--- config.mk ---
export PLATFORM = sky130hd
export DESIGN_NAME = radio_config
export DESIGN_NICKNAME = d
export VERILOG_FILES = /design/src/rtl/radio_cfg_pkg.sv /design/src/rtl/max2769_spi_shift.sv /design/src/rtl/radio_config.sv
export SDC_FILE = /design/constraint.sdc
export NUM_CORES = 1
export LEC_CHECK = 0
export BUFFER_PORTS_ARGS = -buffer_cell sky130_fd_sc_hd__buf_4
export CORE_MARGIN = 8
export CORE_UTILIZATION = 30
export DETAILED_ROUTE_END_ITERATION = 8
export GPL_TIMING_DRIVEN = 0
export SYNTH_ARGS = -nofsm -noshare
export SYNTH_HDL_FRONTEND = slang
export SYNTH_SLANG_ARGS = --single-unit
--- constraint.sdc ---
create_clock -name clk16 -period 5 [get_ports clk16]
set_clock_uncertainty 0.05 [all_clocks]
set_input_delay 0.75 -clock clk16 [delete_from_list [all_inputs] [get_ports clk16]]
set_output_delay 0.75 -clock clk16 [all_outputs]
set_load 0.05 [all_outputs]
--- src/rtl/radio_cfg_pkg.sv ---
// Shared constants for the MAX2769 configuration block: frame layout,
// register addresses, the power-up register table and the controller states.
package radio_cfg_pkg;

  localparam int FRAME_W   = 32;
  localparam int DATA_W    = 28;
  localparam int ADDR_W    = 4;
  localparam int MAX_WORDS = 16;

  localparam logic [ADDR_W-1:0] ADDR_CONF1   = 4'h0;
  localparam logic [ADDR_W-1:0] ADDR_CONF2   = 4'h1;
  localparam logic [ADDR_W-1:0] ADDR_CONF3   = 4'h2;
  localparam logic [ADDR_W-1:0] ADDR_PLLCONF = 4'h3;
  localparam logic [ADDR_W-1:0] ADDR_DIV     = 4'h4;
  localparam logic [ADDR_W-1:0] ADDR_FDIV    = 4'h5;
  localparam logic [ADDR_W-1:0] ADDR_STRM    = 4'h6;
  localparam logic [ADDR_W-1:0] ADDR_CLK     = 4'h7;
  localparam logic [ADDR_W-1:0] ADDR_TEST1   = 4'h8;
  localparam logic [ADDR_W-1:0] ADDR_TEST2   = 4'h9;

  typedef enum logic [2:0] {
    S_IDLE,
    S_LOAD,
    S_SHIFT,
    S_GAP,
    S_DONE
  } state_e;

  // Boot word i is written to register address i; unused slots stay zero.
  localparam logic [DATA_W-1:0] BOOT_TABLE [MAX_WORDS] = '{
    28'hA2919A3, 28'h0550288, 28'hEAFF1DC, 28'h9EC0008,
    28'h0C00080, 28'h8000070, 28'h8000000, 28'h10061B2,
    28'h1E0F401, 28'h14C0402, 28'h0000000, 28'h0000000,
    28'h0000000, 28'h0000000, 28'h0000000, 28'h0000000
  };

  function automatic logic [FRAME_W-1:0] make_frame(input logic [DATA_W-1:0] data,
                                                    input logic [ADDR_W-1:0] addr);
    return {data, addr};
  endfunction

endpackage

--- src/rtl/max2769_spi_shift.sv ---
// Bit-level serializer: loads a 32-bit frame, shifts it out MSB first with a
// divided SCLK and pulses done_o in the last cycle of the frame.
module max2769_spi_shift
  import radio_cfg_pkg::*;
#(
  parameter int CLK_DIV = 4
) (
  input  logic               clk16,
  input  logic               rst,
  input  logic               load_i,
  input  logic [FRAME_W-1:0] frame_i,
  output logic               sclk_o,
  output logic               sdata_o,
  output logic               active_o,
  output logic               done_o
);

  logic [FRAME_W-1:0] shift_q, shift_d;
  logic [7:0]         div_q, div_d;
  logic [4:0]         bit_q, bit_d;
  logic               sclk_q, sclk_d;
  logic               active_q, active_d;
  logic               half_end;

  always_comb begin
    // NOTE: every _d takes its _q value first so no path through this block can infer a latch.
    shift_d  = shift_q;
    div_d    = div_q;
    bit_d    = bit_q;
    sclk_d   = sclk_q;
    active_d = active_q;
    half_end = active_q && (div_q == 8'(CLK_DIV - 1));
    done_o   = half_end && sclk_q && (bit_q == 5'd31);

    if (load_i) begin
      shift_d  = frame_i;
      div_d    = '0;
      bit_d    = '0;
      sclk_d   = 1'b0;
      active_d = 1'b1;
    end else if (active_q) begin
      if (half_end) begin
        div_d  = '0;
        sclk_d = ~sclk_q;
        // Data advances on the falling edge so it is stable across the rising edge.
        if (sclk_q) begin
          shift_d = {shift_q[FRAME_W-2:0], 1'b0};
          bit_d   = bit_q + 5'd1;
          if (done_o) active_d = 1'b0;
        end
      end else begin
        div_d = div_q + 8'd1;
      end
    end
  end

  always_ff @(posedge clk16 or posedge rst) begin
    if (rst) begin
      shift_q  <= '0;
      div_q    <= '0;
      bit_q    <= '0;
      sclk_q   <= 1'b0;
      active_q <= 1'b0;
    end else begin
      // NOTE: non-blocking so every flop updates from the values present before the edge.
      shift_q  <= shift_d;
      div_q    <= div_d;
      bit_q    <= bit_d;
      sclk_q   <= sclk_d;
      active_q <= active_d;
    end
  end

  assign sclk_o   = sclk_q;
  assign sdata_o  = shift_q[FRAME_W-1];
  assign active_o = active_q;

endmodule

--- src/rtl/radio_config.sv ---
// MAX2769 configuration controller: streams the boot table after start_i,
// then enables the radio; also forwards single host register writes.
module radio_config
  import radio_cfg_pkg::*;
#(
  parameter int CLK_DIV    = 4,
  parameter int NUM_WORDS  = 10,
  parameter int GAP_CYCLES = 16
) (
  input  logic              clk16,
  input  logic              rst,
  input  logic              start_i,
  input  logic              wr_valid_i,
  input  logic [ADDR_W-1:0] wr_addr_i,
  input  logic [DATA_W-1:0] wr_data_i,
  output logic              wr_ready_o,
  output logic              spi_sclk_o,
  output logic              spi_sdata_o,
  output logic              spi_csn_o,
  output logic              radio_en_o,
  output logic              busy_o,
  output logic              done_o,
  output logic [3:0]        cfg_idx_o
);

  state_e              state_q, state_d;
  logic [3:0]          cfg_idx_q, cfg_idx_d;
  logic [7:0]          gap_q, gap_d;
  logic                host_q, host_d;
  logic                ret_done_q, ret_done_d;
  logic [ADDR_W-1:0]   wr_addr_q, wr_addr_d;
  logic [DATA_W-1:0]   wr_data_q, wr_data_d;
  logic                done_q, done_d;
  logic                radio_en_q, radio_en_d;

  logic                sh_load;
  logic                sh_done;
  logic                sh_active;
  logic [FRAME_W-1:0]  frame;

  assign wr_ready_o = ((state_q == S_IDLE) || (state_q == S_DONE)) && !start_i;
  assign busy_o     = (state_q == S_LOAD) || (state_q == S_SHIFT) || (state_q == S_GAP);

  always_comb begin
    state_d    = state_q;
    cfg_idx_d  = cfg_idx_q;
    gap_d      = gap_q;
    host_d     = host_q;
    ret_done_d = ret_done_q;
    wr_addr_d  = wr_addr_q;
    wr_data_d  = wr_data_q;
    done_d     = done_q;
    radio_en_d = radio_en_q;
    sh_load    = 1'b0;
    frame      = host_q ? make_frame(wr_data_q, wr_addr_q)
                        : make_frame(BOOT_TABLE[cfg_idx_q], cfg_idx_q);

    case (state_q)
      S_IDLE, S_DONE: begin
        if (start_i) begin
          done_d     = 1'b0;
          radio_en_d = 1'b0;
          cfg_idx_d  = '0;
          host_d     = 1'b0;
          state_d    = S_LOAD;
        end else if (wr_valid_i) begin
          wr_addr_d  = wr_addr_i;
          wr_data_d  = wr_data_i;
          host_d     = 1'b1;
          ret_done_d = (state_q == S_DONE);
          state_d    = S_LOAD;
        end
      end
      S_LOAD: begin
        sh_load = 1'b1;
        gap_d   = '0;
        state_d = S_SHIFT;
      end
      S_SHIFT: begin
        if (sh_done) state_d = S_GAP;
      end
      S_GAP: begin
        if (gap_q == 8'(GAP_CYCLES - 1)) begin
          gap_d = '0;
          if (host_q) begin
            host_d  = 1'b0;
            state_d = ret_done_q ? S_DONE : S_IDLE;
          end else if (cfg_idx_q < 4'(NUM_WORDS - 1)) begin
            cfg_idx_d = cfg_idx_q + 4'd1;
            state_d   = S_LOAD;
          end else begin
            radio_en_d = 1'b1;
            done_d     = 1'b1;
            state_d    = S_DONE;
          end
        end else begin
          gap_d = gap_q + 8'd1;
        end
      end
      default: state_d = S_IDLE;
    endcase
  end

  always_ff @(posedge clk16 or posedge rst) begin
    if (rst) begin
      state_q    <= S_IDLE;
      cfg_idx_q  <= '0;
      gap_q      <= '0;
      host_q     <= 1'b0;
      ret_done_q <= 1'b0;
      wr_addr_q  <= '0;
      wr_data_q  <= '0;
      done_q     <= 1'b0;
      radio_en_q <= 1'b0;
    end else begin
      state_q    <= state_d;
      cfg_idx_q  <= cfg_idx_d;
      gap_q      <= gap_d;
      host_q     <= host_d;
      ret_done_q <= ret_done_d;
      wr_addr_q  <= wr_addr_d;
      wr_data_q  <= wr_data_d;
      done_q     <= done_d;
      radio_en_q <= radio_en_d;
    end
  end

  max2769_spi_shift #(
    .CLK_DIV (CLK_DIV)
  ) u_shift (
    .clk16    (clk16),
    .rst      (rst),
    .load_i   (sh_load),
    .frame_i  (frame),
    .sclk_o   (spi_sclk_o),
    .sdata_o  (spi_sdata_o),
    .active_o (sh_active),
    .done_o   (sh_done)
  );

  // Reset clears the shifter asynchronously, so CSn rises without waiting for a clock.
  assign spi_csn_o  = ~sh_active;
  assign radio_en_o = radio_en_q;
  assign done_o     = done_q;
  assign cfg_idx_o  = cfg_idx_q;

endmodule

==> flow_summary_export.csv, run 1 <==
group,metric,value,unit
placement,port_buffers,46,
critical_path,crit_path_top_delay_cell,"dfrtp_1",
synth,synthCells,475,
sta,rsz0062_at_grt,"false",
critical_path,critPathArrivalTime,2.71,ns
run_status,status,"finished clean",
placement,hpwl,9730,um
critical_path,crit_required,5.18,ns
pwr,leakagePower,2.64,nW
floorplanning,start_util,30.2,%
routing,drt_iter0_drc,217,
floorplanning,fp.dieH,144,um
sta,slew_viol_final,0,
synth,synthesis.area,4930,um^2
final_layout,diodes,0,
routing,drt-pass1-iter-count,4,
sta,max_freq,0.396,GHz
grt,track_usage,13.3,%
grt,grt_pass1_vias,4045,
floorplanning,die_area,20800,um^2
final_layout,area_growth,19.7,%
routing,vias_per_cell,5.16,
grt,grt_first_pass_wirelength,21500,um
sta,fin_crit,2.53,ns
critical_path,cp-end-kind,"flop",
sta,worstMarginPinSlew,0.836,ns
final_layout,stdcell_count,757,
pwr,peakVddDrop,0.000163,V
synth,dominantRegCellSynth,"dfrtp_1",
critical_path,crit_start,"cfg_idx_o[0]",
grt,antenna_found_initial,0,
critical_path,crit_type,"reg2reg",
synth,ys_ff_latch,97,
synth,syn_avg_cell_area,10.4,um^2
grt,grt.overflow.total,0,
sta,period_share,50.5,%
pwr,pwr_density_cell,279,nW/um^2
floorplanning,rows,47,
cts,clk_pin_slew,0.06,ns
cts,clockBufferDepth,2,
hold_path,hold_class,"in2async",
critical_path,regToRegStartpoint,"cfg_idx_o[0]",
floorplanning,chipWidth,144,um
synth,synth_edf_count,0,
cts,cts_root_buffer,"clkbuf_16",
synth,async_flop_share,100,%
floorplanning,num_io_pins,47,
final_layout,nNetsFinal,581,
routing,drt.antenna.violating_nets,0,
cts,cts_buffers,9,
job,max-cap-violations,0,
grt,grt_max_degree,51,
critical_path,critical_path_buf_inv_count,2,
final_layout,drive_gt1_share,22.5,%
critical_path,cpPeakStageDelay,0.49,ns
routing,routed_wl,13200,um
cts,cts_tree,"done",
critical_path,crit_chain,"clkbuf_1, inv_1, ha_1, nand2b_1, a21oi_1, o211ai_2, mux2_4",
sta,finalSetupViolations,0,
placement,place_inst,742,
final_layout,fill_cells,1645,
routing,vias,3903,
cts,clock_sinks,97,
synth,ys_seq_area_share,49.3,%
sta,hold_viol_final,0,
routing,wl_per_cell,17.4,um
cts,htree_levels,3,
critical_path,crit_family,"buffers and inverters",
critical_path,rrSetupSlack,2.47,ns
cts,post_cts_buffers,0,
placement,gp_congestion,0.912,
synth,yosysWarningCount,0,
sta,relSlewSlack,44.0,%
synth,synth_fp_nets,523,
sta,fin_setup_tns,0,ns
floorplanning,core,16300,um^2
routing,drc,0,
critical_path,crit_fanout,9,
cts,insertion_delay,0.35,ns
critical_path,crit_path_start_kind,"flop",
cts,ctsResizeCount,0,
cts,ctsHoldBuffers,0,
synth,ys_types,59,
==> sequential cells by signal, indices dropped and copies added (netlist names) <==
name and flops:
u_shift.bit_q 5, u_shift.shift_q 32, state_q 3, ret_done_q 1, wr_addr_q 4, cfg_idx_o 4
host_q 1, u_shift.div_q 8, gap_q 8, u_shift.sclk_o 1, u_shift.active_o 1, radio_en_o 1
wr_data_q 28
==> cell usage in the layout, fill, tap and decap left out, types with 3 or more instances in the layout <==
master     Yosys  final
dfrtp_1       97     97
nand2_1       59     59
buf_4          3     49
mux2_2        35     35
a21oi_1       25     25
nand3_1       21     21
mux2i_1       20     20
clkbuf_1      19     19
nor2_1        18     18
o21ai_0       18     18
a31oi_1       15     15
a211oi_1      14     14
ha_1          12     12
buf_2         11     11
a221oi_1       9      9
clkbuf_16      0      9
inv_1          8      7
nand2b_1       7      7
nand4_1        7      7
nor4_1         6      6
buf_1          4      4
o211ai_1       4      4
nor3_1         4      4
xor2_1         4      4
nor2b_1        3      3
and3_1         3      3
or3_1          3      3
a21o_1         3      3
a22o_1         3      3
xnor2_1        3      3
==> cells by family (layout without fill, tap and decap cells) <==
group	Yosys count	in the layout	synth area share (%)
XOR/XNOR	7	7	1.24
buffers and inverters	46	108	4.01
flip-flops	97	97	49.3
AO/OA/AOI/OAI	112	112	15.5
adder cells (fa/ha/maj)	12	12	3.05
multiplexers	57	57	12.6
AND/OR/NAND/NOR	144	144	14.3
==> Yosys cell counts (2+ instances only) <==
library cell	n	area (um^2)
a2111oi_0	2	17.5
a211oi_1	14	105
a21o_1	3	22.5
a21oi_1	25	125
a221oi_1	9	78.8
a22o_1	3	26.3
a31oi_1	15	93.8
and2_1	2	12.5
and3_1	3	18.8
buf_1	4	15.0
buf_2	11	55.1
buf_4	3	22.5
clkbuf_1	19	71.3
dfrtp_1	97	2430
ha_1	12	150
inv_1	8	30.0
mux2_2	35	394
mux2i_1	20	200
nand2_1	59	221
nand2b_1	7	43.8
nand3_1	21	105
nand3b_1	2	15.0
nand4_1	7	43.8
nor2_1	18	67.6
nor2b_1	3	18.8
nor3_1	4	20.0
nor4_1	6	37.5
o211ai_1	4	30.0
o21ai_0	18	90.1
o21bai_1	2	15.0
o311ai_0	2	17.5
o31ai_1	2	15.0
o41ai_1	2	17.5
or3_1	3	18.8
xnor2_1	3	26.3
xor2_1	4	35.0
==> per-stage QoR <==
stage / cell area, um^2 / total power [mW] / hold slack (ns) / util [%] / setup slack, ns
floorplan: 4930 / 0.869 / 0.422 / - / 1.67
global placement: 5550 / 0.908 / 0.441 / 34.1 / 0.436
detailed placement: 5580 / 0.913 / 0.449 / 34.2 / 2.42
CTS: 5900 / 1.66 / 0.466 / 36.2 / 2.49
global route: 5900 / 1.70 / 0.477 / 36.2 / 2.36
finish: 5900 / 1.65 / 0.445 / 36.2 / 2.47
==> area by class of cell <==
cell class	instances	area, um^2	share of cell area, %
sequential	97	2430	41.2
multi-input combinational	332	2300	39.0
timing repair buffer	47	373	6.32
tap	220	275	4.67
clock buffer	10	239	4.05
buffer	37	164	2.78
clock inverter	5	80.1	1.36
inverter	9	36.3	0.615
==> layer usage <==
layer / global-route usage [%] / vias to the layer above / share of wire [%]
met5: 0 / - / 0
met4: 5.31 / 0 / 2.5
met3: 2.87 / 20 / 3.3
met2: 21.4 / 78 / 47
met1: 17.1 / 1954 / 47
li1: - / 1851 / -
==> power breakdown <==
| group | leakage (nW) | switching [mW] | internal (mW) |
|---|---|---|---|
| Combinational | 1.24 | 0.0430 | 0.0376 |
| Clock | 0.151 | 0.301 | 0.448 |
| Sequential | 1.25 | 0.0125 | 0.804 |
| Total | 2.64 | 0.357 | 1.29 |
==> final timing paths <==
kind                                 end  cells past startpoint
setup / recovery            cfg_idx_o[2]                      7
hold / removal                  gap_q[3]                      2
setup reg to reg            cfg_idx_o[2]                      7
hold reg to reg            wr_data_q[14]                      1
max in group asynchronous  wr_data_q[12]                      3
min in group clk16         wr_data_q[14]                      1
==> worst reg2reg max path: stages, from the launching register on <==
cell	delay (ns)
dfrtp_1	0.49
clkbuf_1	0.38
inv_1	0.16
ha_1	0.33
nand2b_1	0.22
a21oi_1	0.18
o211ai_2	0.29
mux2_4	0.32
No activity file was read; power rests on OpenSTA's default activity.
==> inputs of run 2 (changes only) <==
Clock period 5 ns to 2.3 ns, I/O delays scaled along.
==> flow_summary_export.csv, run 2 (same netlist as run 1, synthesis figures left out) <==
group,metric,value,unit
floorplanning,fp.dieH,144,um
pwr,pwr_density_cell,596,nW/um^2
cts,clockBufferDepth,2,
grt,track_usage,13.3,%
grt,grt_first_pass_wirelength,21500,um
floorplanning,rows,47,
sta,period_share,93.6,%
job,max-cap-violations,0,
final_layout,regMostFlops,"u_shift.shift_q",
final_layout,seq_area,2430,um^2
sta,finalSetupViolations,0,
placement,place_inst,743,
final_layout,largest_reg_flops,32,
run_status,status,"finished clean",
floorplanning,chipWidth,144,um
grt,use_met3,3.24,%
critical_path,crit_fanout,11,
final_layout,diodes,0,
critical_path,crit_required,2.49,ns
sta,worstMarginPinSlew,0.594,ns
sta,rsz0062_at_grt,"false",
final_layout,area_growth,20.4,%
placement,port_buffers,46,
cts,cts_root_buffer,"clkbuf_16",
routing,routed_wl,12900,um
final_layout,final_common_cell,"dfrtp_1",
pwr,sequentialPowerShare,50.2,%
sta,fin_crit,2.15,ns
cts,post_cts_buffers,0,
critical_path,cp-end-kind,"flop",
routing,drt_iter0_drc,259,
cts,cts_buffers,9,
critical_path,critPathArrivalTime,2.34,ns
floorplanning,start_util,30.2,%
cts,clock_sinks,97,
final_layout,fill_cells,1627,
placement,hpwl,9770,um
grt,grt_max_degree,40,
final_layout,nNetsFinal,582,
routing,drt-pass1-iter-count,5,
final_layout,final_util,36.4,%
grt,grt_use_met1,17.2,%
pwr,switching_share,23.7,%
final_layout,multi_input_area,2320,um^2
pwr,peakVddDrop,0.000445,V
grt,grt.overflow.total,0,
final_layout,drive_gt1_share,23.7,%
final_layout,reg_top3,"u_shift.shift_q (32), wr_data_q (28)",
cts,cts_tree,"done",
pwr,p_clk_share,44.9,%
sta,slew_viol_final,0,
sta,relSlewSlack,60.3,%
floorplanning,die_area,20800,um^2
pwr,p_int,2.70,mW
routing,drc,0,
cts,clk_pin_slew,0.07,ns
placement,place_area,5600,um^2
routing,drt.antenna.violating_nets,0,
grt,gr-usage-met2,21.2,%
pwr,switching_power,837,uW
sta,finalHoldWorstSlack,0.152,ns
grt,busiest_layer,"met2",
routing,vias_per_cell,5.08,
sta,hold_viol_final,0,
placement,gp_congestion,0.922,
floorplanning,core,16300,um^2
final_layout,fin_area,5930,um^2
grt,grt_pass1_vias,4067,
grt,antenna_found_initial,0,
sta,max_freq,0.465,GHz
routing,vias,3858,
critical_path,crit_path_start_kind,"flop",
pwr,p_comb_share,5.0,%
cts,htree_levels,3,
routing,wl_per_cell,17.0,um
final_layout,stdcell_count,759,
critical_path,crit_type,"reg2reg",
pwr,p_total,3.53,mW
final_layout,mostFrequentLayoutCells,"96 x dfrtp_1, 59 x nand2_1, 49 x buf_4",
pwr,leakagePower,2.64,nW
hold_path,hold_class,"in2reg",
floorplanning,num_io_pins,47,
cts,insertion_delay,0.35,ns
## run 2: what timing repair did
action                                 in CTS  in global routing
hold buffers                                1                  0
setup endpoints to repair                  15                  1
resized for setup                           3                  1
endpoints found under the hold margin      11                  0
## run 2: final timing paths
path | start | end | slack, ns | depth (start not counted)
worst max-delay path | cfg_idx_o[1] | cfg_idx_o[2] | 0.15 | 6
worst min-delay path | wr_addr_i[3] | wr_addr_q[3] | 0.15 | 3
worst max register to register | cfg_idx_o[1] | cfg_idx_o[2] | 0.15 | 6
worst min register to register | wr_data_q[22] | wr_data_q[22] | 0.46 | 1
max in group asynchronous | rst | u_shift.shift_q[15] | 0.84 | 5
min in group asynchronous | rst | wr_addr_q[1] | 0.54 | 3
## run 2: power by group through the flow
stage | logic (mW) | clock network, mW | registers [mW]
finish | 0.175 | 1.59 | 1.77
global route | 0.196 | 1.70 | 1.78
CTS | 0.180 | 1.63 | 1.77
detailed placement | 0.177 | 0 | 1.81
global placement | 0.165 | 0 | 1.81
floorplan | 0.0900 | 0 | 1.80
## run 2: worst max-delay path, stage by stage (launching register included)
cell	delay (ns)
dfrtp_1	0.54
inv_1	0.20
ha_2	0.30
nand2b_1	0.18
a21oi_2	0.28
o211ai_2	0.16
mux2_4	0.34
## run 2: routing by layer
metal	part of all wire [%]	wire (um)	vias up
met5	0	0	-
met4	2.4	304	0
met3	5.1	659	25
met1	45	5860	1872
li1	-	-	1850
met2	47	6090	111
## run 2: metrics by stage
step / setup slack [ns] / setup TNS (ns)
final: 0.148 / 0
after global routing: 0.0379 / 0
after CTS: 0.0994 / 0
after detailed placement: -0.156 / -0.715
after global placement: -0.0916 / -0.528
after floorplan: 0.115 / 0
## run 2: layout make-up
| cell class | instances | area share [%] |
|---|---|---|
| Sequential cell | 97 | 40.9 |
| Multi-Input combinational cell | 332 | 39.1 |
| Timing Repair Buffer | 49 | 6.66 |
| Tap cell | 220 | 4.64 |
| Clock buffer | 9 | 3.80 |
| Buffer | 36 | 2.70 |
| Clock inverter | 7 | 1.52 |
| Inverter | 9 | 0.633 |
==> inputs of run 3 (changes only) <==
Settings changed: CORE_UTILIZATION 30 to 50, PLACE_DENSITY from default to 0.72, SKIP_LAST_GASP from default to 1.
==> flow_summary_export.csv, run 3 (same netlist as run 1, synthesis figures left out) <==
group,metric,value,unit
critical_path,r2r_cells,6,
critical_path,crit_fanout,11,
cts,cts_root_buffer,"clkbuf_8",
floorplanning,core,9680,um^2
cts,clk_pin_slew,0.09,ns
critical_path,crit_type,"reg2reg",
sta,finalSetupViolations,0,
grt,grt_first_pass_wirelength,20200,um
critical_path,critPathArrivalTime,2.34,ns
critical_path,cp-end-kind,"flop",
cts,clock_sinks,97,
cts,post_cts_buffers,0,
final_layout,stdcell_count,670,
final_layout,largest_reg_flops,32,
sta,worstMarginPinSlew,0.696,ns
floorplanning,chipWidth,115,um
final_layout,diodes,0,
routing,drc,0,
floorplanning,die_area,13300,um^2
final_layout,final_common_cell,"dfrtp_1",
routing,drt-pass1-iter-count,7,
pwr,leakagePower,2.57,nW
final_layout,drive_gt1_share,23.3,%
cts,cts_buffers,9,
routing,drt_iter0_drc,227,
critical_path,crit_required,2.50,ns
final_layout,reg_top3,"u_shift.shift_q (32), wr_data_q (28)",
cts,insertion_delay,0.37,ns
placement,port_buffers,46,
grt,grt_pass1_vias,3919,
floorplanning,rows,36,
job,max-cap-violations,0,
cts,ctsResizeCount,1,
grt,grt_max_degree,39,
grt,track_usage,19.4,%
pwr,peakVddDrop,0.000407,V
floorplanning,start_util,50.9,%
sta,relSlewSlack,53.5,%
routing,vias_per_cell,5.81,
placement,place_inst,656,
final_layout,area_growth,14.9,%
run_status,status,"finished clean",
grt,antenna_found_initial,0,
final_layout,fill_cells,835,
final_layout,nNetsFinal,581,
critical_path,r2r-end,"cfg_idx_o[2]",
sta,hold_viol_final,0,
sta,rsz0062_at_grt,"false",
placement,gp_congestion,0.957,
routing,wl_per_cell,18.3,um
sta,max_freq,0.467,GHz
final_layout,regMostFlops,"u_shift.shift_q",
critical_path,regToRegStartpoint,"cfg_idx_o[1]",
floorplanning,num_io_pins,47,
final_layout,multi_input_area,2320,um^2
critical_path,rrSetupSlack,0.16,ns
floorplanning,fp.dieH,115,um
final_layout,seq_area,2430,um^2
routing,vias,3892,
routing,drt.antenna.violating_nets,0,
cts,ctsHoldBuffers,0,
critical_path,crit_path_start_kind,"flop",
pwr,pwr_density_cell,519,nW/um^2
placement,hpwl,9220,um
sta,period_share,93.1,%
cts,cts_tree,"done",
final_layout,mostFrequentLayoutCells,"96 x dfrtp_1, 59 x nand2_1, 49 x buf_4",
sta,slew_viol_final,0,
routing,routed_wl,12300,um
hold_path,hold_class,"in2async",
final_layout,final_util,58.4,%
sta,fin_crit,2.14,ns
grt,grt.overflow.total,0,
cts,clockBufferDepth,2,
cts,htree_levels,3,
## run 3: changes by cell type in the layout (fill, tap and decap cells not counted), sizes merged
cell / before / now
bufinv: 1 / 0
clkbuf: 27 / 29
clkinv: 5 / 3
dlygate4sd3: 1 / 0
## run 3: power breakdown
group,switching [mW],internal [mW]
Sequential,0.0268,1.75
Clock,0.596,0.393
Combinational,0.0906,0.0837
## run 3: how the worst max path moves through the flow
stage,from,endpoint,slack [ns],depth (start not counted)
finish,cfg_idx_o[1],cfg_idx_o[2],0.16,6
detailed placement,cfg_idx_o[0],cfg_idx_o[2],-0.13,7
global placement,cfg_idx_o[0],cfg_idx_o[2],-0.15,7
CTS,state_q[2],u_shift.sclk_o,0.02,5
global route,cfg_idx_o[1],cfg_idx_o[2],0.03,6
floorplan,cfg_idx_o[1],cfg_idx_o[2],0.11,6
## run 3: worst max-delay path, stage by stage (launching register included)
cell and delay [ns]:
dfrtp_1 0.55, inv_1 0.20, ha_2 0.30, nand2b_1 0.18
a21oi_2 0.27, o211ai_2 0.15, mux2_4 0.33
## run 3: cell type report
class                           count  area share (%)
Multi-Input combinational cell    332            41.0
Buffer                             36            2.83
Timing Repair Buffer               48            6.81
Inverter                            9           0.663
Tap cell                          133            2.94
Clock inverter                      4           0.487
Sequential cell                    97            42.9
Clock buffer                       11            2.32
## run 3: metal layers
metal	wire, um	up-vias	part of all wire, %	track usage, %
met1	5630	1909	46	25.1
met5	0	-	0	0
met4	342	0	2.8	8.67
met2	5730	110	47	30.8
met3	585	19	4.8	4.04
li1	-	1854	-	-
## run 3: through the flow
| step | cell area (um^2) | setup slack [ns] | setup TNS (ns) | total power [mW] | hold WS [ns] |
|---|---|---|---|---|---|
| 5_1_grt | 5660 | 0.0288 | 0 | 3.05 | 0.0763 |
| 4_1_cts | 5650 | 0.0191 | 0 | 2.96 | 0.0436 |
| 3_5_place_dp | 5490 | -0.130 | -0.170 | 1.98 | 0.433 |
| 2_1_floorplan | 4940 | 0.115 | 0 | 1.89 | 0.412 |
| 3_3_place_gp | 5450 | -0.154 | -0.225 | 1.97 | 0.439 |
| 6_report | 5660 | 0.159 | 0 | 2.94 | 0.0298 |
